--- src/rtl/cache_pkg.sv ---
// cache_pkg: shared refill FSM states, default line geometry and packed line type.
package cache_pkg;
   localparam int DEF_N_CACHELINE_LENGTH = 4;
   localparam int DEF_BITSIZE = 32;
   typedef enum logic [1:0] {IDLE, REQ, WAIT, WRITE} refill_state_t;
   typedef logic [DEF_N_CACHELINE_LENGTH-1:0][DEF_BITSIZE-1:0] line_t;
endpackage

--- src/rtl/cache_refill_unit_if.sv ---
// cache_refill_unit_if: req/gnt/rvalid memory read bus between refill unit and memory.
interface cache_refill_unit_if #(parameter int BITSIZE = 32);
   logic mem_req_o;
   logic [BITSIZE-1:0] mem_addr_o;
   logic mem_gnt_i;
   logic mem_rvalid_i;
   logic [BITSIZE-1:0] mem_rdata_i;
   modport master(output mem_req_o, mem_addr_o, input mem_gnt_i, mem_rvalid_i, mem_rdata_i);
   modport slave(input mem_req_o, mem_addr_o, output mem_gnt_i, mem_rvalid_i, mem_rdata_i);
endinterface

--- src/rtl/refill_line_buffer.sv ---
// refill_line_buffer: N-word line assembly registers with indexed write and clear.
module refill_line_buffer #(
   parameter int N = 4,
   parameter int W = 32,
   parameter int OW = $clog2(N)
) (
   input  logic clk,
   input  logic rstn_i,
   input  logic clr,
   input  logic we,
   input  logic [OW-1:0] idx,
   input  logic [W-1:0] wdata,
   output logic [N-1:0][W-1:0] line
);
   always_ff @(posedge clk or negedge rstn_i)
      if (!rstn_i) line <= '0;
      else if (clr) line <= '0;
      else if (we) line[idx] <= wdata;
endmodule

--- src/rtl/cache_refill_unit.sv ---
// cache_refill_unit: i-cache miss handler fetching one line word by word, then strobing store_o.
// Define CRITICAL_WORD_FIRST_EN to fetch from the missed word with wrap and forward it early.
module cache_refill_unit import cache_pkg::*; #(
   parameter int N_CACHELINE_LENGTH = DEF_N_CACHELINE_LENGTH,
   parameter int BITSIZE = DEF_BITSIZE,
   parameter int OFFSET_W = $clog2(N_CACHELINE_LENGTH)
) (
   input  logic clk,
   input  logic rstn_i,
   input  logic miss_valid_i,
   input  logic [BITSIZE-1:0] miss_addr_i,
   output logic busy_o,
   cache_refill_unit_if.master mem,
   output logic [BITSIZE-1:0] line_addr_o,
   output logic [N_CACHELINE_LENGTH-1:0][BITSIZE-1:0] line_data_o,
   output logic store_o,
   output logic crit_valid_o,
   output logic [BITSIZE-1:0] crit_data_o
);
`ifdef CRITICAL_WORD_FIRST_EN
   localparam bit CWF = 1'b1;
`else
   localparam bit CWF = 1'b0;
`endif
   refill_state_t state;
   logic [OFFSET_W-1:0] cnt, start, start_in, idx, nidx;
   logic [BITSIZE-1:0] base, base_in;
   logic [N_CACHELINE_LENGTH-1:0][BITSIZE-1:0] buf_line, merged;
   logic wr;
   assign start_in = CWF ? miss_addr_i[OFFSET_W-1:0] : '0;
   assign base_in = {miss_addr_i[BITSIZE-1:OFFSET_W], {OFFSET_W{1'b0}}};
   assign idx = start + cnt;
   assign nidx = idx + 1'b1;
   assign wr = state == WAIT && mem.mem_rvalid_i;
   assign busy_o = state != IDLE;
   // the final word lands in the buffer on the same edge the line is published
   always_comb begin
      merged = buf_line;
      merged[idx] = mem.mem_rdata_i;
   end
   refill_line_buffer #(.N(N_CACHELINE_LENGTH), .W(BITSIZE), .OW(OFFSET_W)) u_buf (
      .clk(clk), .rstn_i(rstn_i), .clr(state == IDLE && miss_valid_i), .we(wr),
      .idx(idx), .wdata(mem.mem_rdata_i), .line(buf_line)
   );
   always_ff @(posedge clk or negedge rstn_i)
      if (!rstn_i) begin
         state <= IDLE;
         cnt <= '0;
         start <= '0;
         base <= '0;
         mem.mem_req_o <= 1'b0;
         mem.mem_addr_o <= '0;
         store_o <= 1'b0;
         line_addr_o <= '0;
         line_data_o <= '0;
      end else begin
         store_o <= 1'b0;
         case (state)
            IDLE: if (miss_valid_i) begin
               base <= base_in;
               start <= start_in;
               cnt <= '0;
               mem.mem_req_o <= 1'b1;
               mem.mem_addr_o <= base_in | BITSIZE'(start_in);
               state <= REQ;
            end
            REQ: if (mem.mem_gnt_i) begin
               mem.mem_req_o <= 1'b0;
               state <= WAIT;
            end
            WAIT: if (mem.mem_rvalid_i) begin
               if (cnt == OFFSET_W'(N_CACHELINE_LENGTH - 1)) begin
                  store_o <= 1'b1;
                  line_addr_o <= base;
                  line_data_o <= merged;
                  state <= WRITE;
               end else begin
                  cnt <= cnt + 1'b1;
                  mem.mem_req_o <= 1'b1;
                  mem.mem_addr_o <= base | BITSIZE'(nidx);
                  state <= REQ;
               end
            end
            WRITE: state <= IDLE;
            default: state <= IDLE;
         endcase
      end
`ifdef CRITICAL_WORD_FIRST_EN
   always_ff @(posedge clk or negedge rstn_i)
      if (!rstn_i) begin
         crit_valid_o <= 1'b0;
         crit_data_o <= '0;
      end else begin
         crit_valid_o <= wr && cnt == '0;
         if (wr && cnt == '0) crit_data_o <= mem.mem_rdata_i;
      end
`else
   assign crit_valid_o = 1'b0;
   assign crit_data_o = '0;
`endif
endmodule

--- src/flat_wrapper.sv ---
// flat-port wrapper written by rule: the top's interface ports become plain ports
module cache_refill_unit_flat import cache_pkg::*;
#(
   parameter int N_CACHELINE_LENGTH = DEF_N_CACHELINE_LENGTH,
   parameter int BITSIZE = DEF_BITSIZE,
   parameter int OFFSET_W = $clog2(N_CACHELINE_LENGTH)
)
  (clk, rstn_i, miss_valid_i, miss_addr_i, busy_o, line_addr_o, line_data_o, store_o, crit_valid_o, crit_data_o, mem_mem_req_o, mem_mem_addr_o, mem_mem_gnt_i, mem_mem_rvalid_i, mem_mem_rdata_i);
  cache_refill_unit_if #(.BITSIZE(BITSIZE)) mem_i ();
  input  logic clk;
  input  logic rstn_i;
  input  logic miss_valid_i;
  input  logic [BITSIZE-1:0] miss_addr_i;
  output logic busy_o;
  output logic [BITSIZE-1:0] line_addr_o;
  output logic [N_CACHELINE_LENGTH-1:0][BITSIZE-1:0] line_data_o;
  output logic store_o;
  output logic crit_valid_o;
  output logic [BITSIZE-1:0] crit_data_o;
  output wire logic [$bits(mem_i.mem_req_o)-1:0] mem_mem_req_o;
  output wire logic [$bits(mem_i.mem_addr_o)-1:0] mem_mem_addr_o;
  input wire logic [$bits(mem_i.mem_gnt_i)-1:0] mem_mem_gnt_i;
  input wire logic [$bits(mem_i.mem_rvalid_i)-1:0] mem_mem_rvalid_i;
  input wire logic [$bits(mem_i.mem_rdata_i)-1:0] mem_mem_rdata_i;
  assign mem_mem_req_o = mem_i.mem_req_o;
  assign mem_mem_addr_o = mem_i.mem_addr_o;
  assign mem_i.mem_gnt_i = mem_mem_gnt_i;
  assign mem_i.mem_rvalid_i = mem_mem_rvalid_i;
  assign mem_i.mem_rdata_i = mem_mem_rdata_i;
  cache_refill_unit #(.N_CACHELINE_LENGTH(N_CACHELINE_LENGTH), .BITSIZE(BITSIZE), .OFFSET_W(OFFSET_W)) u_core (.clk(clk), .rstn_i(rstn_i), .miss_valid_i(miss_valid_i), .miss_addr_i(miss_addr_i), .busy_o(busy_o), .mem(mem_i), .line_addr_o(line_addr_o), .line_data_o(line_data_o), .store_o(store_o), .crit_valid_o(crit_valid_o), .crit_data_o(crit_data_o));
endmodule
--- config.mk ---
export PLATFORM = sky130hd
export DESIGN_NAME = cache_refill_unit_flat
export DESIGN_NICKNAME = d
export VERILOG_FILES = /design/src/rtl/cache_pkg.sv /design/src/rtl/cache_refill_unit_if.sv /design/src/rtl/refill_line_buffer.sv /design/src/rtl/cache_refill_unit.sv /design/src/flat_wrapper.sv
export SDC_FILE = /design/constraint.sdc
export NUM_CORES = 1
export LEC_CHECK = 0
export ABC_AREA = 0
export CAP_MARGIN = 20
export CORE_MARGIN = 5
export CORE_UTILIZATION = 25
export CTS_CLUSTER_DIAMETER = 200
export DETAILED_ROUTE_END_ITERATION = 10
export SKIP_LAST_GASP = 1
export SLEW_MARGIN = 20
export SYNTH_ARGS = -nofsm -noshare
export SYNTH_HDL_FRONTEND = slang
export SYNTH_SLANG_ARGS = --single-unit
--- constraint.sdc ---
create_clock -name clk -period 2.1 [get_ports clk]
set_input_delay 0.21 -clock clk [delete_from_list [all_inputs] [get_ports clk]]
set_output_delay 0.21 -clock clk [all_outputs]
set_load 0.01 [all_outputs]
==> impl_metrics.toml, run 1 <==
[global_routing]
use_met1 = 0.1717
grtUsageMet3 = 0.04235
grt_max_degree = 84
grt_pass1_vias = 9729
track_usage = 0.1301
grt-busiest-layer = "met2"
grt_pass1_wl_um = 58970
antenna_found_initial = 1
use_met2 = 0.2042
gr-total-overflow = 0

[timing]
clock_skew_ns = 0.009032
max-slew-margin-rel = 0.6611
setup_viol = 0
tightest_slew_ns = 0.5083
drv_slew = 0
min_period_ns = 1.905
hold_viol_final = 0
fmax_mhz = 524.9
setup_tns_ns = 0
grt_setup_unrepaired = "false"
post-route-period-util = 0.9072

[yosys]
ys_warn_count = 0
synth_top_cell_by_area = "dfrtp_1"
synth-edff-count = 0
synth_cells = 1165
ys_seq_elements = 320
synthTopCellsByCount = "dfrtp_1 (320), nand2_1 (286), mux2i_1 (98), o21ai_0 (97), a22o_1 (95)"
syn_area_per_cell_um2 = 11.47
yosysMostFrequentCell = "dfrtp_1"
seq_area_frac_synth = 0.5991
synth_area_um2 = 13370
synth_top_area_frac = 0.5991
yosysUniqueCellTypes = 30
async_flop_share = 1.000
synthTopCellsByArea = "dfrtp_1 (60%), nand2_1 (8.0%), mux2_2 (7.4%)"
synth_top_flop_cell = "dfrtp_1"

[pwr]
clock_power_share = 0.323
comb_power_share = 0.278
p_seq_frac = 0.399
swShare = 0.2921
peakVddDrop_mv = 0.7702
leakage_uw = 0.008151
power_density_nw_per_um2 = 1148
internal_power_uw = 14660
switchingPower_uw = 6048

[finish]
fin_cells = 2110
drive_above_1_share = 0.1435
fillerInstances = 5337
nets = 1465
area_growth_pct = 35.00
antenna_cells = 0

[worst_setup_path]
slowest_delay_ns = 0.41
rrSetupSlack_ns = 0.19
path_class = "flip-flop to flip-flop"
r2r_cells = 5
endpoint = "u_core.mem.mem_addr_o[18]"
start_kind = "flip-flop"
critPathCaptureType = "flip-flop"
critical_path_required_ns = 2.52
cp_max_fo = 11
slowest_stage = "dfrtp_1"
worst_r2r_startpoint = "u_core.mem.mem_addr_o[1]"
setup.worst_path.start = "u_core.mem.mem_addr_o[1]"
crit_chain = "ha_1, nand3b_1, a21oi_4, buf_4, mux2_2"
arrival_ns = 2.32
r2r_end = "u_core.mem.mem_addr_o[18]"

[routing]
drt-wirelength-per-cell_um = 18.30
drtAntennaViolNets = 0
vias = 9311
dr.pass1.iters = 4
drc = 0
routed_via_density = 4.413
drt_iter0_markers = 477
wirelength_um = 38620

[run]
cap_viol_max_count = 0

[floorplan]
dieArea_um2 = 58180
die-height_um = 241.2
core.rowCount = 84
ios = 297
die_x_um = 241.2
initial_utilization = 0.2533
core_um2 = 52760

[cts]
insertion_delay_ns = 0.54
cts_sinks = 320
clockBufferDepth = 3
htree_num_levels = 2
cts_tree = "yes"
cts-root-buf = "clkbuf_16"
cts_made_buffers = 38
clk_pin_slew_ns = 0.06

[hold_path]
hp-class = "primary input to async pin"

[place]
gp_congestion = 0.7647
place_hpwl_um = 25840
dp.cells = 2038
port_buffers = 259

[run_status]
status = "finished, final reports clean"
-- state kept, by name, summed over array words and instances, names as in the netlist --
register               count
u_core.base               30
u_core.cnt                 1
u_core.line_addr_o        30
u_core.line_data_o       128
u_core.mem.mem_addr_o     31
u_core.mem.mem_req_o       1
u_core.state               2
u_core.store_o             1
u_core.u_buf.line         96
-- layout by cell type (no fill, tap or decap), drive strengths merged, types with 3 or more instances in the layout --
cell type      count
inv                4
clkinv             6
clkdlybuf4s50    257
buf               42
nor2               5
a22o              95
o21ai             97
mux2              90
ha                 4
nand2            286
conb              35
mux2i             98
and4b              3
dfrtp            320
clkbuf            61
-- power by group through the flow --
stage	logic, µW	clock network, µW	registers, µW
final	5750	6680	8270
after CTS	5890	6960	8260
after global placement	5740	0	8320
after detailed placement	5830	0	8360
after global routing	6220	7200	8430
after floorplan	3030	0	8420
-- per-stage QoR --
stage	util	power [µW]	setup slack, ns	cell area, µm²	hold WS, ns
floorplan	-	11450	0.2746	13490	-0.08559
global placement	0.3174	14060	0.1900	16750	0.1763
detailed placement	0.3174	14190	0.1661	16750	0.1756
CTS	0.3420	21110	0.1811	18040	0.1997
global route	0.3420	21860	0.1108	18040	0.2410
finish	0.3420	20710	0.1948	18040	0.2166
-- worst max-delay path, delay by kind of cell, from the launching register on --
kind / cells / cell delay, ns
AND/OR/NAND/NOR: 1 / 0.24
AO/OA/AOI/OAI: 1 / 0.27
buffers and inverters: 1 / 0.26
multiplexers: 1 / 0.36
adder cells (fa/ha/maj): 1 / 0.24
flip-flops: 1 / 0.41
-- routing by layer --
metal	up-vias	part of all wire
li1	4328	-
met1	4682	0.45
met2	238	0.45
met3	63	0.073
met4	0	0.027
met5	-	0
-- how the worst min path moves through the flow --
stage / from / endpoint / cells past startpoint
6_report: rstn_i / u_core.mem.mem_addr_o[10] / 2
3_5_place_dp: rstn_i / u_core.mem.mem_addr_o[10] / 1
4_1_cts: rstn_i / u_core.mem.mem_addr_o[10] / 2
5_1_grt: rstn_i / u_core.mem.mem_addr_o[10] / 2
2_1_floorplan: rstn_i / u_core.base[10] / 0
3_3_place_gp: rstn_i / u_core.mem.mem_addr_o[10] / 1
-- kinds of logic after synthesis --
kind of cell | Yosys count | share of synthesized area
simple gates | 303 | 0.08968
flops | 320 | 0.5991
buf+inv | 152 | 0.05645
fa+ha+maj | 4 | 0.003745
mux | 188 | 0.1492
other cells | 1 | 0.0002806
compound gates | 197 | 0.1015
-- repair_timing --
item                                   in CTS  in global routing
resized for setup                           3                  0
endpoints found under the hold margin      61                  0
buffers inserted                            1                  0
setup endpoints to repair                   1                  0
hold buffers                                1                  0
-- cell type report --
class | count | area (µm²) | area share
flip-flops and latches | 320 | 8010 | 0.4439
multi-input cells | 727 | 4777 | 0.2648
repair buffers | 301 | 3102 | 0.1719
clock buffers | 61 | 1181 | 0.06546
well taps | 688 | 860.8 | 0.04771
clock inverters | 9 | 97.59 | 0.005409
inverters | 4 | 15.01 | 0.0008321
Power figures use the tool's default switching activity.
==> run 2, diff against run 1 <==
--- a/config.mk
+++ b/config.mk
@@ -11,6 +11,7 @@
 export CORE_UTILIZATION = 25
 export CTS_CLUSTER_DIAMETER = 200
 export DETAILED_ROUTE_END_ITERATION = 10
+export MAX_ROUTING_LAYER = met4
 export SKIP_LAST_GASP = 1
 export SLEW_MARGIN = 20
 export SYNTH_ARGS = -nofsm -noshare
==> run 2 against run 1 <==
Hold slack is essentially flat; sequential power barely moved; global-route usage rose by 0.39 points; clock power about the same; critical endpoint unchanged; cell area about the same.
==> impl_metrics.toml, run 2 (same netlist as run 1, synthesis figures left out) <==
[global_routing]
grt_max_degree = 84
grt_pass1_wl_um = 58950
gr-total-overflow = 0
track_usage = 0.1341
use_met1 = 0.1723
grt_pass1_vias = 9748
grt-busiest-layer = "met2"
grtUsageMet3 = 0.04087
use_met2 = 0.2045
antenna_found_initial = 2

[routing]
wirelength_um = 38630
vias = 9299
drt-wirelength-per-cell_um = 18.30
dr.pass1.iters = 5
drc = 0
drtAntennaViolNets = 0
drt_iter0_markers = 484
routed_via_density = 4.405

[timing]
fmax_mhz = 525.0
hold_viol_final = 0
setup_viol = 0
drv_slew = 0
max-slew-margin-rel = 0.6603
min_period_ns = 1.905
setup_tns_ns = 0
post-route-period-util = 0.9070
tightest_slew_ns = 0.5096
grt_setup_unrepaired = "false"
hold_ws_ns = 0.2166
clock_skew_ns = 0.009703

[cts]
cts_sinks = 320
clk_pin_slew_ns = 0.06
cts_made_buffers = 38
clockBufferDepth = 3
insertion_delay_ns = 0.54
cts_tree = "yes"
htree_num_levels = 2
cts-root-buf = "clkbuf_16"

[pwr]
peakVddDrop_mv = 0.7708
leakage_uw = 0.008151
power_density_nw_per_um2 = 1147

[finish]
top_register = "u_core.line_data_o"
multi_input_area_um2 = 4777
reg_top3 = "u_core.line_data_o x128, u_core.u_buf.line x96, u_core.mem.mem_addr_o x31"
fillerInstances = 5337
largest_reg_flops = 128
drive_above_1_share = 0.1435
nets = 1465
fin_cells = 2111
final_common_cell = "dfrtp_1"
final_util = 0.3420
regArea_um2 = 8010
area_growth_pct = 35.02
final_cell_mix = "dfrtp_1 (318), nand2_1 (286), clkdlybuf4s50_1 (257)"

[worst_setup_path]
slowest_delay_ns = 0.41
slowest_stage = "dfrtp_1"
critical_path_required_ns = 2.51
critPathCaptureType = "flip-flop"
path_class = "flip-flop to flip-flop"
arrival_ns = 2.32
cp_max_fo = 11
crit_chain = "ha_1, nand3b_1, a21oi_4, buf_4, mux2_2"
start_kind = "flip-flop"

[floorplan]
core_um2 = 52760
core.rowCount = 84
ios = 297
die_x_um = 241.2
dieArea_um2 = 58180
die-height_um = 241.2
initial_utilization = 0.2533

[run]
cap_viol_max_count = 0

[hold_path]
hp-class = "primary input to async pin"

[place]
gp_congestion = 0.7749
dp.cells = 2038
port_buffers = 259
place_hpwl_um = 25840

[run_status]
status = "finished, final reports clean"
run 2: cell types whose count changed in the layout (fill, tap and decap cells not counted):
cell,change
diode_2,+1
run 2: power breakdown:
part           internal, µW  switching [µW]
Combinational          3100            2660
Sequential             7460             803
Clock                  4100            2580
Total                 14700            6040
run 2: cell type report:
cell class / count / area share
antenna: 1 / 0.0001387
clock buffer: 61 / 0.06545
clock inverter: 9 / 0.005408
inverter: 4 / 0.0008320
multi-input combinational: 727 / 0.2647
sequential: 320 / 0.4439
tap: 688 / 0.04770
timing repair buffer: 301 / 0.1719
run 2: metal layers:
| layer | vias up | part of all wire |
|---|---|---|
| li1 | 4335 | - |
| met1 | 4662 | 0.45 |
| met2 | 242 | 0.45 |
| met3 | 60 | 0.071 |
| met4 | 0 | 0.025 |
| met5 | - | 0 |
run 2: path summary, 6_finish.rpt:
path | start | endpoint | slack (ns) | cells after the start
max in group asynchronous | rstn_i | u_core.line_data_o[16] | 1.05 | 3
setup reg to reg | u_core.mem.mem_addr_o[1] | u_core.mem.mem_addr_o[18] | 0.20 | 5
hold / removal | rstn_i | u_core.mem.mem_addr_o[10] | 0.22 | 2
setup / recovery | u_core.mem.mem_addr_o[1] | u_core.mem.mem_addr_o[18] | 0.20 | 5
min in group clk | miss_addr_i[12] | u_core.base[12] | 0.31 | 2
hold reg to reg | u_core.line_addr_o[7] | u_core.line_addr_o[7] | 0.47 | 2
run 2: timing repair:
item / 4_1_cts / 5_1_grt
hold endpoints to repair: 61 / 0
buffers inserted: 1 / 0
hold buffers: 1 / 0
gates resized for setup: 3 / 0
setup endpoints to repair: 1 / 0
run 2: per-stage QoR:
stage / setup slack, ns / power, µW / cell area, µm²
detailed placement: 0.1661 / 14190 / 16750
global placement: 0.1900 / 14060 / 16750
global route: 0.1108 / 21860 / 18050
finish: 0.1952 / 20700 / 18050
CTS: 0.1811 / 21110 / 18040
floorplan: 0.2746 / 11450 / 13490
run 2: worst max-delay path: cells and delay by family, from the launching register on:
kind	cells	cell delay, ns
compound gates	1	0.27
fa+ha+maj	1	0.24
buf+inv	1	0.26
flops	1	0.41
mux	1	0.36
simple gates	1	0.24
==> run 3, diff against run 2 <==
--- a/config.mk
+++ b/config.mk
@@ -8,7 +8,7 @@
 export ABC_AREA = 0
 export CAP_MARGIN = 20
 export CORE_MARGIN = 5
-export CORE_UTILIZATION = 25
+export CORE_UTILIZATION = 37
 export CTS_CLUSTER_DIAMETER = 200
 export DETAILED_ROUTE_END_ITERATION = 10
 export MAX_ROUTING_LAYER = met4
==> run 3 against run 2 <==
Wire length is 6.6% lower; fmax is 3.8% lower; critical endpoint is now busy_o; first-iteration DRC count is 12% lower; via count is 1.6% lower.
==> impl_metrics.toml, run 3 (same netlist as run 1, synthesis figures left out) <==
[run_status]
status = "finished, final reports clean"

[timing]
grt_setup_unrepaired = "true"
drv_slew = 0
tightest_slew_ns = 0.9025
max-slew-margin-rel = 0.3969
hold_viol_final = 0
layout_setup_ws_ns = 0.1201
setup_viol = 0
hold_ws_ns = 0.2863
fmax_mhz = 505.1
post-route-period-util = 0.9428
clock_skew_ns = 0.01201
min_period_ns = 1.980

[worst_setup_path]
slowest_delay_ns = 0.47
r2r_end = "u_core.u_buf.line[36]"
critical_path_required_ns = 1.89
cp_max_fo = 8
r2r_cells = 5
slowest_stage = "dfrtp_2"
worst_r2r_startpoint = "u_core.mem.mem_addr_o[1]"
path_buf_inv = 2
path_depth = 3
cpLargestDelayFamily = "buffers and inverters"
critPathCaptureType = "primary output"
path_class = "flip-flop to primary output"
arrival_ns = 1.77
rrSetupSlack_ns = 0.13
crit_chain = "buf_4, or2_2, dlygate4sd2_1"
setup.worst_path.start = "u_core.state[0]"
start_kind = "flip-flop"
endpoint = "busy_o"

[finish]
fillerInstances = 3210
nets = 1459
regArea_um2 = 8009
area_growth_pct = 32.73
reg_top3 = "u_core.line_data_o x128, u_core.u_buf.line x96, u_core.mem.mem_addr_o x31"
largest_reg_flops = 128
top_register = "u_core.line_data_o"
final_cell_mix = "dfrtp_1 (319), nand2_1 (286), clkdlybuf4s50_1 (257)"
final_common_cell = "dfrtp_1"
drive_above_1_share = 0.1400
multi_input_area_um2 = 4800
final_area_um2 = 17740

[cts]
htree_num_levels = 2
insertion_delay_ns = 0.51
cts_tree = "yes"
cts_made_buffers = 37
clk_pin_slew_ns = 0.06
cts-root-buf = "clkbuf_16"
clockBufferDepth = 3
cts_sinks = 320

[routing]
drc = 0
routed_via_density = 4.873
wirelength_um = 36070
drt_iter0_markers = 427
drt-wirelength-per-cell_um = 19.21
dr.pass1.iters = 4
drtAntennaViolNets = 0
vias = 9151

[pwr]
p_seq_frac = 0.402
swShare = 0.2885
peakVddDrop_mv = 0.8062
power_density_nw_per_um2 = 1158
switchingPower_uw = 5928
comb_power_share = 0.272
internal_power_uw = 14620
leakage_uw = 0.008122
clock_power_share = 0.326

[place]
place_area_um2 = 16420
gp_congestion = 0.7596
port_buffers = 259
dp_slack_ns = -0.03976
place_hpwl_um = 23490

[floorplan]
die_x_um = 200.1
core_um2 = 35660
ios = 297
die-height_um = 200.1
core.rowCount = 69
initial_utilization = 0.3748
dieArea_um2 = 40020

[global_routing]
antenna_found_initial = 3
gr-total-overflow = 0
grt_pass1_wl_um = 56090
grt_max_degree = 70
track_usage = 0.1819
grt_pass1_vias = 9504

[hold_path]
hp-class = "primary input to async pin"

[run]
cap_viol_max_count = 0
-- run 3: cell types whose count changed in the layout (fill, tap and decap cells not counted), sizes merged --
cell,before,now
inv,4,6
clkinv,6,5
nor2,5,7
clkbuf,61,55
diode,1,3
bufinv,2,4
buf,42,35
-- run 3: worst min-delay path by stage --
stage,start,to,slack [ns]
2_1_floorplan,rstn_i,u_core.base[10],-0.09
3_3_place_gp,rstn_i,u_core.line_data_o[69],0.24
3_5_place_dp,rstn_i,u_core.line_data_o[69],0.23
4_1_cts,rstn_i,u_core.line_data_o[69],0.30
5_1_grt,miss_addr_i[31],u_core.base[31],0.32
6_report,rstn_i,u_core.line_data_o[69],0.29
-- run 3: layout make-up --
class | instances | share of cell area
flip-flops and latches | 320 | 0.4515
multi-input cells | 729 | 0.2706
repair buffers | 294 | 0.1719
clock buffers | 55 | 0.06235
well taps | 461 | 0.03252
clock inverters | 12 | 0.009945
inverters | 4 | 0.0008464
diodes | 3 | 0.0004232
-- run 3: per-layer routing --
| layer | share of wire | vias to the layer above | GRT usage | wire length, µm |
|---|---|---|---|---|
| met4 | 0.017 | 0 | 0.03774 | 610 |
| met3 | 0.077 | 41 | 0.05404 | 2782 |
| li1 | - | 4325 | - | - |
| met5 | 0 | - | - | 0 |
| met2 | 0.46 | 243 | 0.2738 | 16470 |
| met1 | 0.45 | 4542 | 0.2470 | 16210 |
-- run 3: power by group through the flow --
stage,sequential (µW),clock (µW),combinational (µW)
floorplan,8420,0,3030
global placement,8310,0,5540
detailed placement,8340,0,5620
CTS,8260,6900,5630
global route,8440,7130,6070
finish,8260,6700,5600
-- run 3: timing repair --
action | CTS | global route
setup buffers | 0 | 0
hold endpoints to repair | 60 | 0
setup endpoints to repair | 1 | 78
pin swaps | 0 | 1
hold buffers | 1 | 0
resized for setup | 2 | 2
cloned | 0 | 2
-- run 3: stage by stage --
stage          utilization  TNS, ns  total power (µW)  std cells
6_report            0.4975        0             20550       1878
5_1_grt             0.4975  -0.1180             21650       1878
4_1_cts             0.4967        0             20780       1873
3_5_place_dp        0.4604  -0.8787             13950       1805
3_3_place_gp        0.4604        0             13850       1805
2_1_floorplan            -        0             11450       1199
-- run 3: worst reg2reg max path: cells and delay by family, from the launching register on --
kind / cells / cell delay (ns)
simple gates: 2 / 0.96
buf+inv: 1 / 0.10
compound gates: 1 / 0.25
flops: 1 / 0.40
fa+ha+maj: 1 / 0.18
